--- config.mk ---
export PLATFORM = sky130hd
export DESIGN_NAME = dot_product_accumulator
export DESIGN_NICKNAME = d
export VERILOG_FILES = /design/src/rtl/dot_product_accumulator.sv
export SDC_FILE = /design/constraint.sdc
export NUM_CORES = 1
export LEC_CHECK = 0
export ABC_AREA = 0
export CORE_UTILIZATION = 30
export CTS_BUF_LIST = sky130_fd_sc_hd__clkbuf_8 sky130_fd_sc_hd__clkbuf_16
export CTS_CLUSTER_DIAMETER = 200
export DETAILED_ROUTE_END_ITERATION = 7
export GPL_TIMING_DRIVEN = 0
export PLACE_DENSITY = 0.6
export SETUP_SLACK_MARGIN = 0.2
export SLEW_MARGIN = 15
export SYNTH_ARGS = -nofsm -noshare
export SYNTH_HDL_FRONTEND = slang
export SYNTH_SLANG_ARGS = --single-unit
--- constraint.sdc ---
create_clock -name clk -period 3.6 [get_ports clk]
set_clock_uncertainty 0.1 [all_clocks]
set_input_delay 0.54 -clock clk [delete_from_list [all_inputs] [get_ports clk]]
set_output_delay 0.54 -clock clk [all_outputs]
set_load 0.01 [all_outputs]
--- src/rtl/dot_product_accumulator.sv ---
// dot_product_accumulator
//   Accumulates a programmable-length run of unsigned products coming from a
//   non-stallable multiplier and queues each finished dot product in a
//   2-entry FIFO toward the next stage.
//
// Ports:
//   clk, rst_n          clock (rising edge), asynchronous active-low reset
//   start, vec_len      begin a vector of vec_len products (ignored if 0 or busy)
//   flush               abort the vector in progress, nothing is queued
//   prod_valid/data     one unsigned product per pulse
//   res_valid/ready     FIFO head handshake; res_data/res_ovf show the head
//   busy                high while a vector is being accumulated
//   err_clr             clears both sticky error flags
//   err_overrun         sticky: finished result dropped because FIFO was full
//   err_stray           sticky: product arrived while idle
module dot_product_accumulator #(
  parameter int PROD_WIDTH = 17,
  parameter int ACC_WIDTH  = 24,
  parameter int LEN_WIDTH  = 8
) (
  input  logic                  clk,
  input  logic                  rst_n,
  input  logic                  start,
  input  logic [LEN_WIDTH-1:0]  vec_len,
  input  logic                  flush,
  input  logic                  prod_valid,
  input  logic [PROD_WIDTH-1:0] prod_data,
  output logic                  res_valid,
  input  logic                  res_ready,
  output logic [ACC_WIDTH-1:0]  res_data,
  output logic                  res_ovf,
  output logic                  busy,
  input  logic                  err_clr,
  output logic                  err_overrun,
  output logic                  err_stray
);

  typedef enum logic {IDLE, ACCUM} state_t;

  state_t                 state_reg;
  logic [LEN_WIDTH-1:0]   len_reg;
  logic [LEN_WIDTH-1:0]   count_reg;
  logic [ACC_WIDTH-1:0]   acc_reg;
  logic                   ovf_reg;

  // One extra bit on the sum captures the carry out of the accumulator.
  logic [ACC_WIDTH:0]     sum_next;
  logic                   ovf_next;
  logic [LEN_WIDTH:0]     count_inc;
  logic                   accept_prod;
  logic                   last_prod;

  assign sum_next    = {1'b0, acc_reg} + {{(ACC_WIDTH + 1 - PROD_WIDTH){1'b0}}, prod_data};
  assign ovf_next    = ovf_reg | sum_next[ACC_WIDTH];
  assign count_inc   = {1'b0, count_reg} + {{LEN_WIDTH{1'b0}}, 1'b1};
  // flush wins over a product arriving in the same cycle
  assign accept_prod = (state_reg == ACCUM) && prod_valid && !flush;
  assign last_prod   = accept_prod && (count_inc == {1'b0, len_reg});

  always_ff @(posedge clk or negedge rst_n) begin
    if (!rst_n) begin
      state_reg <= IDLE;
      len_reg   <= '0;
      count_reg <= '0;
      acc_reg   <= '0;
      ovf_reg   <= 1'b0;
    end else begin
      case (state_reg)
        IDLE: begin
          if (start && (vec_len != '0)) begin
            len_reg   <= vec_len;
            count_reg <= '0;
            acc_reg   <= '0;
            ovf_reg   <= 1'b0;
            state_reg <= ACCUM;
          end
        end
        ACCUM: begin
          if (flush) begin
            state_reg <= IDLE;
          end else if (prod_valid) begin
            if (last_prod) begin
              // final sum goes straight into the FIFO this cycle
              state_reg <= IDLE;
            end else begin
              acc_reg   <= sum_next[ACC_WIDTH-1:0];
              ovf_reg   <= ovf_next;
              count_reg <= count_inc[LEN_WIDTH-1:0];
            end
          end
        end
        default: state_reg <= IDLE;
      endcase
    end
  end

  assign busy = (state_reg == ACCUM);

  // ---------------- 2-entry result FIFO ----------------
  logic [ACC_WIDTH-1:0] mem_data [2];
  logic                 mem_ovf  [2];
  logic                 wr_ptr_reg;
  logic                 rd_ptr_reg;
  logic [1:0]           fifo_cnt_reg;
  logic                 fifo_full;
  logic                 pop;
  logic                 push_ok;
  logic                 push_drop;

  assign fifo_full = (fifo_cnt_reg == 2'd2);
  assign pop       = (fifo_cnt_reg != 2'd0) && res_ready;
  // A push into a full FIFO is fine when the head leaves in the same cycle:
  // the write slot is then the slot being vacated.
  assign push_ok   = last_prod && (!fifo_full || pop);
  assign push_drop = last_prod && fifo_full && !pop;

  genvar gi;
  generate
    for (gi = 0; gi < 2; gi++) begin : g_entry
      always_ff @(posedge clk or negedge rst_n) begin
        if (!rst_n) begin
          mem_data[gi] <= '0;
          mem_ovf[gi]  <= 1'b0;
        end else if (push_ok && (wr_ptr_reg == 1'(gi))) begin
          mem_data[gi] <= sum_next[ACC_WIDTH-1:0];
          mem_ovf[gi]  <= ovf_next;
        end
      end
    end
  endgenerate

  always_ff @(posedge clk or negedge rst_n) begin
    if (!rst_n) begin
      wr_ptr_reg   <= 1'b0;
      rd_ptr_reg   <= 1'b0;
      fifo_cnt_reg <= 2'd0;
    end else begin
      if (push_ok) wr_ptr_reg <= !wr_ptr_reg;
      if (pop)     rd_ptr_reg <= !rd_ptr_reg;
      case ({push_ok, pop})
        2'b10:   fifo_cnt_reg <= fifo_cnt_reg + 2'd1;
        2'b01:   fifo_cnt_reg <= fifo_cnt_reg - 2'd1;
        default: fifo_cnt_reg <= fifo_cnt_reg;
      endcase
    end
  end

  assign res_valid = (fifo_cnt_reg != 2'd0);
  assign res_data  = mem_data[rd_ptr_reg];
  assign res_ovf   = mem_ovf[rd_ptr_reg];

  // ---------------- sticky error flags ----------------
  logic stray_set;
  assign stray_set = (state_reg == IDLE) && prod_valid;

  // A set event in the same cycle as err_clr keeps the flag high.
  always_ff @(posedge clk or negedge rst_n) begin
    if (!rst_n) begin
      err_overrun <= 1'b0;
      err_stray   <= 1'b0;
    end else begin
      if (push_drop)    err_overrun <= 1'b1;
      else if (err_clr) err_overrun <= 1'b0;
      if (stray_set)    err_stray   <= 1'b1;
      else if (err_clr) err_stray   <= 1'b0;
    end
  end

endmodule

-- Word level (Yosys, flattened, before mapping)
Cells that the tools add are included.
- register bits: 98
- input port bits: 32
- output and inout bits: 29
- logic and storage cells: 85
- add/subtract/negate cells: 4
- magnitude comparators: 1
- equality and inequality tests: 8
- muxes and demuxes: 30
- bitwise gates (word level): 4
- reductions and logical operators: 24
- operator list (operator ; count):
    24-bit two-way mux ; 7
    24-bit case mux with 2 select lines ; 1
    8-bit two-way mux ; 4
    24-bit by 17-bit adder with 25-bit output ; 1
    8-bit case mux with 2 select lines ; 1
    1-bit two-way mux ; 14
    1-bit logical AND ; 11
    8-bit by 1-bit adder with 9-bit output, second input constant ; 1
    9-bit by 8-bit == test with 1-bit output ; 1
    2-bit != test, second input constant ; 4
    2-bit nonzero test ; 4
    8-bit nonzero test ; 1
    1-bit zero test ; 5
    2-bit == test, second input constant ; 2
    1-bit case mux with 2 select lines ; 2
    2-bit case mux with 2 select lines ; 1
    4-bit AND reduction ; 1
    2-bit by 1-bit adder with 2-bit output, second input constant ; 1
    2-bit by 1-bit == test with 1-bit output, second input constant ; 1
    2-bit >= comparator, second input constant ; 1
    1-bit NOT ; 2
    1-bit NOT with 2-bit output ; 1
    2-bit AND reduction ; 1
    2-bit by 1-bit subtractor with 2-bit output, second input constant ; 1
    2 further kinds ; 2

-- Depth between registers and ports, before layout
Gate-level depths: netlist of run 1.
- depth after elaboration: 7
- gate-level depth with buffers: 10
- gate-level depth less buffers: 10

-- Least setup slack after synthesis of run 1
Ideal clock, no wire load.
- kind: reg2reg
- start point: register count_reg[2]
- end point: register mem_data[38] in the netlist's numbering
- library setup time: 0.128 ns
- data arrival time: 2.554 ns
- data required time: 3.372 ns
- path slack: 0.819 ns
- stages on the path, launching flop included: 11
- path buffers: 3
- clock period less this slack: 2.781 ns
- path through: dfrtp_1 > buf_6 > and3_4 > or4_4 > o311ai_2 > o22ai_1 > or2_1 > buf_2 > nor3_4 > buf_6 > mux2_1
- word-level cells in the longest chain between the ends: 5
- ends and longest elaborated chain (element ; RTL line ; source):
    start, declared ; 42 ; logic [LEN_WIDTH-1:0] count_reg;
    start signal, assigned ; 88 ; count_reg <= count_inc[LEN_WIDTH-1:0];
    8-bit by 1-bit adder with 9-bit output ; 55 ; assign count_inc = {1'b0, count_reg} + {{LEN_WIDTH{1'b0}}, 1'b1};
    9-bit by 8-bit == test with 1-bit output ; 58 ; assign last_prod = accept_prod && (count_inc == {1'b0, len_reg});
    1-bit logical AND ; 58 ;
    1-bit logical AND ; 114 ; assign push_ok = last_prod && (!fifo_full || pop);
    1-bit logical AND ; 124 ; end else if (push_ok && (wr_ptr_reg == 1'(gi))) begin
    end signal, assigned by index ; 125 ; mem_data[gi] <= sum_next[ACC_WIDTH-1:0];
    end, declared ; 100 ; logic [ACC_WIDTH-1:0] mem_data [2];
Every way passes these cells.
A chain may end at the register's enable or synchronous reset.

-- Worst setup path in the final report of run 1
- start point: input prod_data[0]
- end point: register mem_data[42] in the netlist's numbering
- word-level cells in the longest chain between the ends: 1
- ends and longest elaborated chain (element ; RTL line ; source):
    start, declared ; 27 ; input logic [PROD_WIDTH-1:0] prod_data,
    24-bit by 17-bit adder with 25-bit output ; 53 ; assign sum_next = {1'b0, acc_reg} + {{(ACC_WIDTH + 1 - PROD_WIDTH){1'b0}}, prod_data};
Every way passes these cells.

==> run_results.csv, run 1 <==
group,metric,value,unit
yosys,async_flop_share,100,%
timing,fmax,0.305,GHz
die,die_h,140,µm
clock_network,clk_latency,0.36,ns
worst_setup_path,critical_path.cell_chain,"clkdlybuf4s50_1 > ha_1 > inv_1 > fa_1 > nand2b_1 > a21oi_1 > o211ai_1 > a211o_1 > a21oi_2 > xnor2_1 > mux2_1",
worst_setup_path,cp_top_family,"compound AO/OA/AOI/OAI gates",
yosys,netlist_area,5710,µm²
placement,portBuffers,60,
detailed_routing,route.detailed.drc,0,
global_routing,antenna_found_initial,0,
pwr,power.density,600,nW/µm²
min_path,holdPathStages,1,
clock_network,htree_levels,3,
run_status,status,"completed",
global_routing,grt_remaining_overflow,0,
detailed_routing,via_per_inst,5.18,
global_routing,first_global_vias,4475,
die,die_w,140,µm
placement,dp_hpwl,10.8,mm
worst_setup_path,r2r-start,"count_reg[0]",
yosys,syn_nets,594,
worst_setup_path,rrSetupSlack,0.44,ns
detailed_routing,postRouteAntennaNets,0,
min_path,hold_path_end,"mem_data[43]",
worst_setup_path,path_buf_inv,2,
yosys,yosysMostFrequentCell,"dfrtp_1",
timing,period_share,91.0,%
worst_setup_path,critical_path_depth,11,
clock_network,cts.sinks,98,
die,dieArea,19600,µm²
clock_network,clk_pin_slew,0.06,ns
global_routing,globalRouteMet2Util,25.4,%
yosys,synthTopCellsByArea,"dfrtp_1, mux2_2, ha_1, mux2_1, xnor2_1",
min_path,hp-class,"reg -> reg",
worst_setup_path,end_kind,"register",
worst_setup_path,critPathMaxStageDelay,0.48,ns
clock_network,cts.path.max_buffers,2,
cells_and_area,fin_cells,860,
run,maxCapViolations,0,
yosys,synth_edf_count,0,
yosys,synth_cell_types,61,
timing,maxSlewHeadroom,37.6,%
global_routing,grtUsageMet3,2.84,%
yosys,seq_area_frac_synth,43.0,%
yosys,avgSynthCellArea,10.5,µm²
worst_setup_path,slowest_stage,"clkdlybuf4s50_1",
cells_and_area,post-route-util,37.4,%
placement,place_area,6630,µm²
cells_and_area,layout-area-overhead-vs-synth,22.6,%
clock_network,cts_made_buffers,9,
global_routing,use_met1,20.7,%
cells_and_area,design_area,7000,µm²
cells_and_area,layout-drive-gt1-share,19.5,%
detailed_routing,drt_wl_total,14.6,mm
timing,hold_viol_final,0,
yosys,synth_seq_cells,98,
placement,dp_cells,838,
die,initial_core_util,30.5,%
global_routing,grt_pass1_wl,23.8,mm
worst_setup_path,rr_worst_depth,10,
pwr,peakVddDrop,0.246,mV
timing,setup_viol,0,
timing,tightest_slew,0.934,ns
worst_setup_path,startpoint_type,"input port",
detailed_routing,num_vias,4458,
yosys,synth_common_cells,"dfrtp_1, mux2_2, a21oi_1",
clock_network,cts_root_buffer,"clkbuf_16",
die,boundaryPins,61,
cells_and_area,fin_nets,672,
timing,grt_setup_unrepaired,"false",
cells_and_area,antenna_cells,0,
cells_and_area,largest_reg_flops,48,
clock_network,cts_tree,"yes",
global_routing,grt-busiest-layer,"met2",
yosys,synth_top_area_share,43.0,%
placement,place.gp.congestion,0.861,
worst_setup_path,critPathMaxFanout,5,
detailed_routing,routedWlPerCell,16.9,µm
die,core,18700,µm²
timing,maxSlewViolCount,0,
yosys,ys_dominant_reg_cell,"dfrtp_1",
worst_setup_path,cp.arrival,3.41,ns
timing,fin_ws,0.324,ns
worst_setup_path,r2r_end,"mem_data[9]",
min_path,hp-start,"mem_data[43]",
worst_setup_path,required,3.74,ns
detailed_routing,firstDrtPassIters,4,
yosys,synth_top_area_cell,"dfrtp_1",
worst_setup_path,critPathKind,"in -> reg",
yosys,synthCells,543,
die,rows,50,
detailed_routing,drtIter0Drc,265,
pwr,p_leak,3.24,nW
timing,fin_crit,3.28,ns
yosys,yosys_warnings,0,
global_routing,grt_max_degree,65,
global_routing,gr-usage-all-layers,15.6,%
placement,dp_slack,-0.194,ns
[worst max-delay path by stage]
stage | slack (ns) | start | endpoint
final | 0.32 | prod_data[0] | mem_data[42]
after global routing | 0.19 | count_reg[1] | count_reg[3]
after CTS | 0.25 | count_reg[0] | acc_reg[1]
after detailed placement | -0.19 | flush | mem_data[9]
after global placement | -1.77 | rst_n | mem_data[29]
after floorplan | 0.82 | count_reg[2] | mem_data[38]
[layout make-up]
class / instances / area [µm²]
flip-flops and latches: 98 / 2450
repair buffers: 67 / 677
fillers: 1824 / 11700
multi-input cells: 399 / 3060
clock inverters: 7 / 70.1
well taps: 234 / 293
plain buffers: 25 / 136
clock buffers: 9 / 225
inverters: 21 / 78.8
[power breakdown]
group	switching (mW)	internal [mW]	leakage [nW]
clock	0.437	0.539	0.151
combinational	0.986	0.754	1.77
sequential	0.177	1.31	1.32
total	1.60	2.60	3.24
[layer usage]
metal | share of wire (%) | vias to the layer above | wire length [µm]
li1 | - | 2154 | -
met1 | 47 | 2196 | 6790
met2 | 48 | 86 | 6970
met3 | 3.6 | 22 | 520
met4 | 2.0 | 0 | 298
met5 | 0 | - | 0
[kinds of logic after synthesis]
kind of cell             Yosys count  synth area share (%)
AO/OA/AOI/OAI                    124                  14.6
flip-flops                        98                  43.0
XOR/XNOR                          29                  4.45
buffers and inverters             46                  3.71
AND/OR/NAND/NOR                  142                  13.3
adder cells (fa/ha/maj)           19                  4.30
multiplexers                      85                  16.7
[repair_timing]
action,in CTS,in global routing
hold endpoints to repair,34,0
hold buffers,1,0
resized for setup,2,9
pin swaps,1,0
setup endpoints to repair,31,73
buffers inserted,2,3
[placed cells by master (no fill, tap or decap), types with 9 or more instances in the layout]
cell type | Yosys | final
mux2_1 | 18 | 18
and3_1 | 13 | 13
xor2_1 | 9 | 9
ha_1 | 18 | 17
clkdlybuf4s50_1 | 0 | 59
nor2_1 | 15 | 14
xnor2_1 | 20 | 20
nor3_1 | 11 | 11
inv_1 | 21 | 22
nand2_1 | 31 | 31
clkbuf_1 | 14 | 12
clkbuf_16 | 0 | 9
mux2_2 | 63 | 63
dfrtp_1 | 98 | 97
a21oi_1 | 32 | 31
o21ai_0 | 31 | 31
nand3_1 | 29 | 29
[worst reg2reg max path, cell delays in order, from the launching register on]
cell      delay [ns]
dfrtp_2         0.48
ha_2            0.33
xor2_1          0.16
nor3_1          0.19
nand4_1         0.16
nand3b_1        0.29
nor2_4          0.29
and3_1          0.27
buf_4           0.17
buf_4           0.23
mux2_2          0.37
[per-stage QoR]
stage | total power, mW | hold WS [ns] | setup TNS [ns]
5_1_grt | 4.49 | 0.402 | 0
3_5_place_dp | 3.22 | 0.362 | -3.60
2_1_floorplan | 2.67 | 0.144 | 0
6_report | 4.20 | 0.379 | 0
3_3_place_gp | 3.16 | 0.364 | -175.61
4_1_cts | 4.21 | 0.386 | 0
(Power assumes the default switching activity.)
==> inputs of run 2 (changes only) <==
--- a/config.mk
+++ b/config.mk
@@ -9,6 +9,7 @@
 export CORE_UTILIZATION = 30
 export CTS_BUF_LIST = sky130_fd_sc_hd__clkbuf_8 sky130_fd_sc_hd__clkbuf_16
 export CTS_CLUSTER_DIAMETER = 200
+export CTS_CLUSTER_SIZE = 28
 export DETAILED_ROUTE_END_ITERATION = 7
 export GPL_TIMING_DRIVEN = 0
 export PLACE_DENSITY = 0.6
==> results of run 2 <==
The final DEF is identical to that of run 1; final timing and power are the same.
